[config.mk]
export PLATFORM = sky130hd
export DESIGN_NAME = n64_response_decoder
export DESIGN_NICKNAME = d
export VERILOG_FILES = /design/src/rtl/n64_response_decoder.sv
export SDC_FILE = /design/constraint.sdc
export NUM_CORES = 1
export LEC_CHECK = 0
export CORE_MARGIN = 2
export CORE_UTILIZATION = 23
export DETAILED_ROUTE_END_ITERATION = 10
export PLACE_DENSITY = 0.47
export SLEW_MARGIN = 20
export SYNTH_ARGS = -nofsm -noshare
export SYNTH_HDL_FRONTEND = slang
export SYNTH_SLANG_ARGS = --single-unit
[constraint.sdc]
create_clock -name clk -period 3.1 [get_ports clk]
set_clock_uncertainty 0.1 [all_clocks]
set_input_delay 0.31 -clock clk [delete_from_list [all_inputs] [get_ports clk]]
set_output_delay 0.31 -clock clk [all_outputs]
set_load 0.02 [all_outputs]
[src/rtl/n64_response_decoder.sv]
// N64 controller reply decoder: measures each bit's low time, assembles the 32-bit word.
// Optional: define STOP_BIT_CHECK_EN to reject a stop bit whose low time is not a short '1'.
module n64_response_decoder #(
    parameter int BIT_THRESH = 200,
    parameter int TIMEOUT    = 1000,
    parameter int NUM_BITS   = 32
) (
    input  logic                clk,
    input  logic                rst,
    input  logic                arm,
    input  logic                data_in,
    output logic [NUM_BITS-1:0] buttons,
    output logic                valid,
    output logic                error,
    output logic                busy
);
    localparam int CW = $clog2(TIMEOUT + 1);
    localparam int BW = $clog2(NUM_BITS + 1);
    localparam logic [CW-1:0] CNT_MAX = CW'(TIMEOUT);
    localparam logic [CW-1:0] BIT_T   = CW'(BIT_THRESH);
    localparam logic [BW-1:0] BITS_N  = BW'(NUM_BITS);

    typedef enum logic [2:0] {
        IDLE,
        WAIT_FALL,
        MEAS_LOW,
        DONE,
        ERR
    } state_t;

    state_t              state, state_n;
    logic [CW-1:0]       cnt, cnt_n, cnt_inc;
    logic [BW-1:0]       bitcnt, bitcnt_n;
    logic [NUM_BITS-1:0] shift, shift_n;
    logic                s1, ds, ds_d;
    logic                fall, rise;

    // Two-flop synchroniser plus one delayed copy for edge detection; idle line is high.
    always_ff @(posedge clk or posedge rst) begin
        if (rst) begin
            s1   <= 1'b1;
            ds   <= 1'b1;
            ds_d <= 1'b1;
        end else begin
            s1   <= data_in;
            ds   <= s1;
            ds_d <= ds;
        end
    end

    assign fall    = ds_d & ~ds;
    assign rise    = ~ds_d & ds;
    assign cnt_inc = (cnt == CNT_MAX) ? cnt : cnt + CW'(1);
    assign busy    = (state != IDLE);

    always_comb begin
        state_n  = state;
        cnt_n    = cnt;
        bitcnt_n = bitcnt;
        shift_n  = shift;
        unique case (state)
            IDLE: begin
                if (arm) begin
                    state_n  = WAIT_FALL;
                    cnt_n    = '0;
                    bitcnt_n = '0;
                    shift_n  = '0;
                end
            end
            WAIT_FALL: begin
                if (fall) begin
                    state_n = MEAS_LOW;
                    cnt_n   = CW'(1);
                end else if (cnt >= CNT_MAX) begin
                    state_n = ERR;
                end else begin
                    cnt_n = cnt_inc;
                end
            end
            MEAS_LOW: begin
                if (rise) begin
                    if (bitcnt < BITS_N) begin
                        shift_n  = {shift[NUM_BITS-2:0], (cnt < BIT_T)};
                        bitcnt_n = bitcnt + BW'(1);
                        cnt_n    = '0;
                        state_n  = WAIT_FALL;
                    end else begin
`ifdef STOP_BIT_CHECK_EN
                        state_n = (cnt < BIT_T) ? DONE : ERR;
`else
                        state_n = DONE;
`endif
                    end
                end else if (cnt >= CNT_MAX) begin
                    state_n = ERR;
                end else begin
                    cnt_n = cnt_inc;
                end
            end
            DONE:    state_n = IDLE;
            ERR:     state_n = IDLE;
            default: state_n = IDLE;
        endcase
    end

    always_ff @(posedge clk or posedge rst) begin
        if (rst) begin
            state   <= IDLE;
            cnt     <= '0;
            bitcnt  <= '0;
            shift   <= '0;
            buttons <= '0;
            valid   <= 1'b0;
            error   <= 1'b0;
        end else begin
            state  <= state_n;
            cnt    <= cnt_n;
            bitcnt <= bitcnt_n;
            shift  <= shift_n;
            valid  <= (state == DONE);
            error  <= (state == ERR);
            if (state == DONE) begin
                buttons <= shift;
            end
        end
    end
endmodule

==> flow_summary_export.csv <==
group,metric,value,unit
outcome,status,"finished, final reports clean",
floorplan,num_io_pins,39,
synth,synth_top_flop_cell,"dfrtp_1",
clocking,root_buffer,"clkbuf_16",
route,drt_iter0_markers,94,
setup_path,crit_required,2.69,ns
power_and_ir_drop,p_leak,2.05,nW
placement,dpl.cell_count,481,
global_routing,antenna_found_initial,0,
clocking,post-cts-setup-buffer-count,0,
floorplan,num_rows,45,
route,drc,0,
placement,dpl_cell_area,4170,µm²
hold_path,min_path_type,"in2async",
timing,finalSetupViolations,0,
flow_run,cap_violations,0,
synth,syn_nets,269,
synth,synth_edf_count,0,
cells_and_area,stdcell_count,497,
synth,synthCells,263,
route,wl_per_cell,14.9,µm
placement,hpwl,4.69,mm
route,wirelength,7.38,mm
floorplan,core,15100,µm²
setup_path,criticalPathCategory,"reg2out",
cells_and_area,fin_nets,310,
global_routing,grt_max_degree,54,
synth,ys_types,43,
synth,synth_top_area_cell,"dfrtp_1",
timing,fin_setup_tns,0,ns
cells_and_area,fill_cells,1534,
clocking,insertion_delay,0.34,ns
clocking,cts_hold_buf,0,
cells_and_area,antenna_cells,0,
clocking,cts_sinks,88,
power_and_ir_drop,p_total,2.87,mW
placement,place_congestion,0.759,
synth,ys_top_cells_by_area,"dfrtp_1 (60%), mux2_2 (9.5%), a22o_1 (7.9%), dfstp_2 (2.2%), a21oi_1 (1.5%)",
synth,syn_area_per_cell,13.5,µm²
route,num_vias,2263,
floorplan,die_y,128,µm
floorplan,die_width,128,µm
synth,yosysMostFrequentCell,"dfrtp_1",
timing,drv_slew,0,
floorplan,die_area,16500,µm²
clocking,cts_resized,0,
global_routing,grtUsageTotal,9.82,%
clocking,cts_buffers,9,
setup_path,crit_fanout,10,
timing,hold_violations,0,
global_routing,grt-ovfl-total,0,
synth,yosysSeqAreaShare,62.1,%
setup_path,crit_chain,"or3_1, clkdlybuf4s50_1",
synth,async_reset_ff_share,100,%
cells_and_area,drive_gt1_share,19.4,%
setup_path,reg2reg_setup_slack,0.95,ns
setup_path,cp_slowest_stage_delay,0.57,ns
route,drt_pass1_iterations,5,
route,via_per_inst,4.55,
timing,rsz0062_at_grt,"false",
synth,synth.top_cell.area_share,59.8,%
timing,relSlewSlack,40.6,%
synth,synthTopCellsByCount,"dfrtp_1 (85), a22o_1 (32), mux2_2 (30), a21oi_1 (11), nand3_1 (9)",
placement,io_buffers,38,
cells_and_area,syn_to_final_growth,25.6,%
timing,worst_slew_pin_slew,0.888,ns
setup_path,worst_setup_path_start_kind,"register",
placement,dp_slack,0.873,ns
floorplan,start_util,23.5,%
power_and_ir_drop,power_density,644,nW/µm²
setup_path,cpMaxStageDelayCell,"clkdlybuf4s50_1",
synth,synth-seq-cells,88,
power_and_ir_drop,vdd_drop_max,0.276,mV
clocking,clk_pin_slew_worst_paths,0.06,ns
route,antenna_left,0,
timing,period_needed,2.25,ns
timing,fmax,445,MHz
global_routing,grt_pass1_wl,12.7,mm
synth,synth_area,3550,µm²
setup_path,end_kind,"output port",
timing,layout_setup_ws,0.855,ns
setup_path,crit_arrival,1.84,ns
global_routing,grt_pass1_vias,2390,
cells_and_area,final_area,4460,µm²
timing,fin_crit_sh,72.4,%
clocking,h-tree-depth,3,
clocking,cts_buffer_depth,2,
clocking,cts_tree,"yes",
synth,synth_warnings,0,
## critical path: cells and delay by family (launching register included)
family	cells	cell delay, ns
simple gates	1	0.46
buf+inv	1	0.57
flops	1	0.48
## worst paths after layout
check,startpoint,endpoint,cells after the start
setup / recovery,state[0],busy,2
hold / removal,rst,buttons[10],2
setup reg to reg,ds_d,cnt[8],5
hold reg to reg,s1,ds,0
max in group asynchronous,rst,ds,3
min in group clk,s1,ds,0
## final cells by class
| cell class | instances | area (µm²) | area share, % |
|---|---|---|---|
| clock buffer | 12 | 246 | 5.52 |
| clock inverter | 4 | 52.6 | 1.18 |
| inverter | 7 | 27.5 | 0.617 |
| multi-input combinational | 154 | 1260 | 28.2 |
| sequential | 88 | 2210 | 49.4 |
| tap | 188 | 235 | 5.27 |
| timing repair buffer | 44 | 438 | 9.81 |
## kinds of logic (layout without fill, tap and decap cells)
kind of cell    count (synthesis)  in the layout  share of synthesized area (%)
flops                          88             88                           62.1
fa+ha+maj                       2              2                          0.704
mux                            34             34                           10.8
buf+inv                        21             67                           2.82
xor+xnor                        3              3                          0.739
compound gates                 66             66                           14.8
simple gates                   49             49                           8.10
## layout by cell type (no fill, tap or decap), types with 4 or more instances in the layout
master	n
nand3_1	9
mux2_1	4
nand2_1	4
or3_1	6
mux2_2	30
clkbuf_16	9
or4_1	6
a21oi_1	11
clkdlybuf4s50_1	38
nor2_1	7
a22o_1	32
buf_4	5
inv_1	5
dfrtp_1	85
o211ai_1	4
o31ai_1	6
and3_1	4
## registers in the layout (all words and copies together), names as in the netlist
name,flops
bitcnt,6
buttons,32
cnt,10
ds,1
ds_d,1
error,1
s1,1
shift,32
state,3
valid,1
## per-layer routing
layer / track usage, % / wire [µm] / part of all wire (%) / vias to the layer above
met5: 0 / 0 / 0 / -
met4: 3.10 / 85 / 1.2 / 0
met3: 3.34 / 300 / 4.1 / 9
met2: 14.0 / 3220 / 44 / 37
met1: 14.0 / 3780 / 51 / 1149
li1: - / - / - / 1068
## per-stage QoR
| stage | hold slack, ns | utilization [%] |
|---|---|---|
| floorplan | 0.214 | - |
| CTS | 0.256 | 29.5 |
| detailed placement | 0.247 | 27.5 |
| global route | 0.260 | 29.5 |
| finish | 0.253 | 29.5 |
| global placement | 0.248 | 27.5 |
## power by group
part           leakage [nW]  total, mW  switching [mW]  internal, mW
Sequential             1.21       1.27          0.0657          1.20
Combinational         0.690      0.516           0.321         0.195
Clock                 0.147       1.09           0.438         0.650
(Power assumes the default switching activity.)
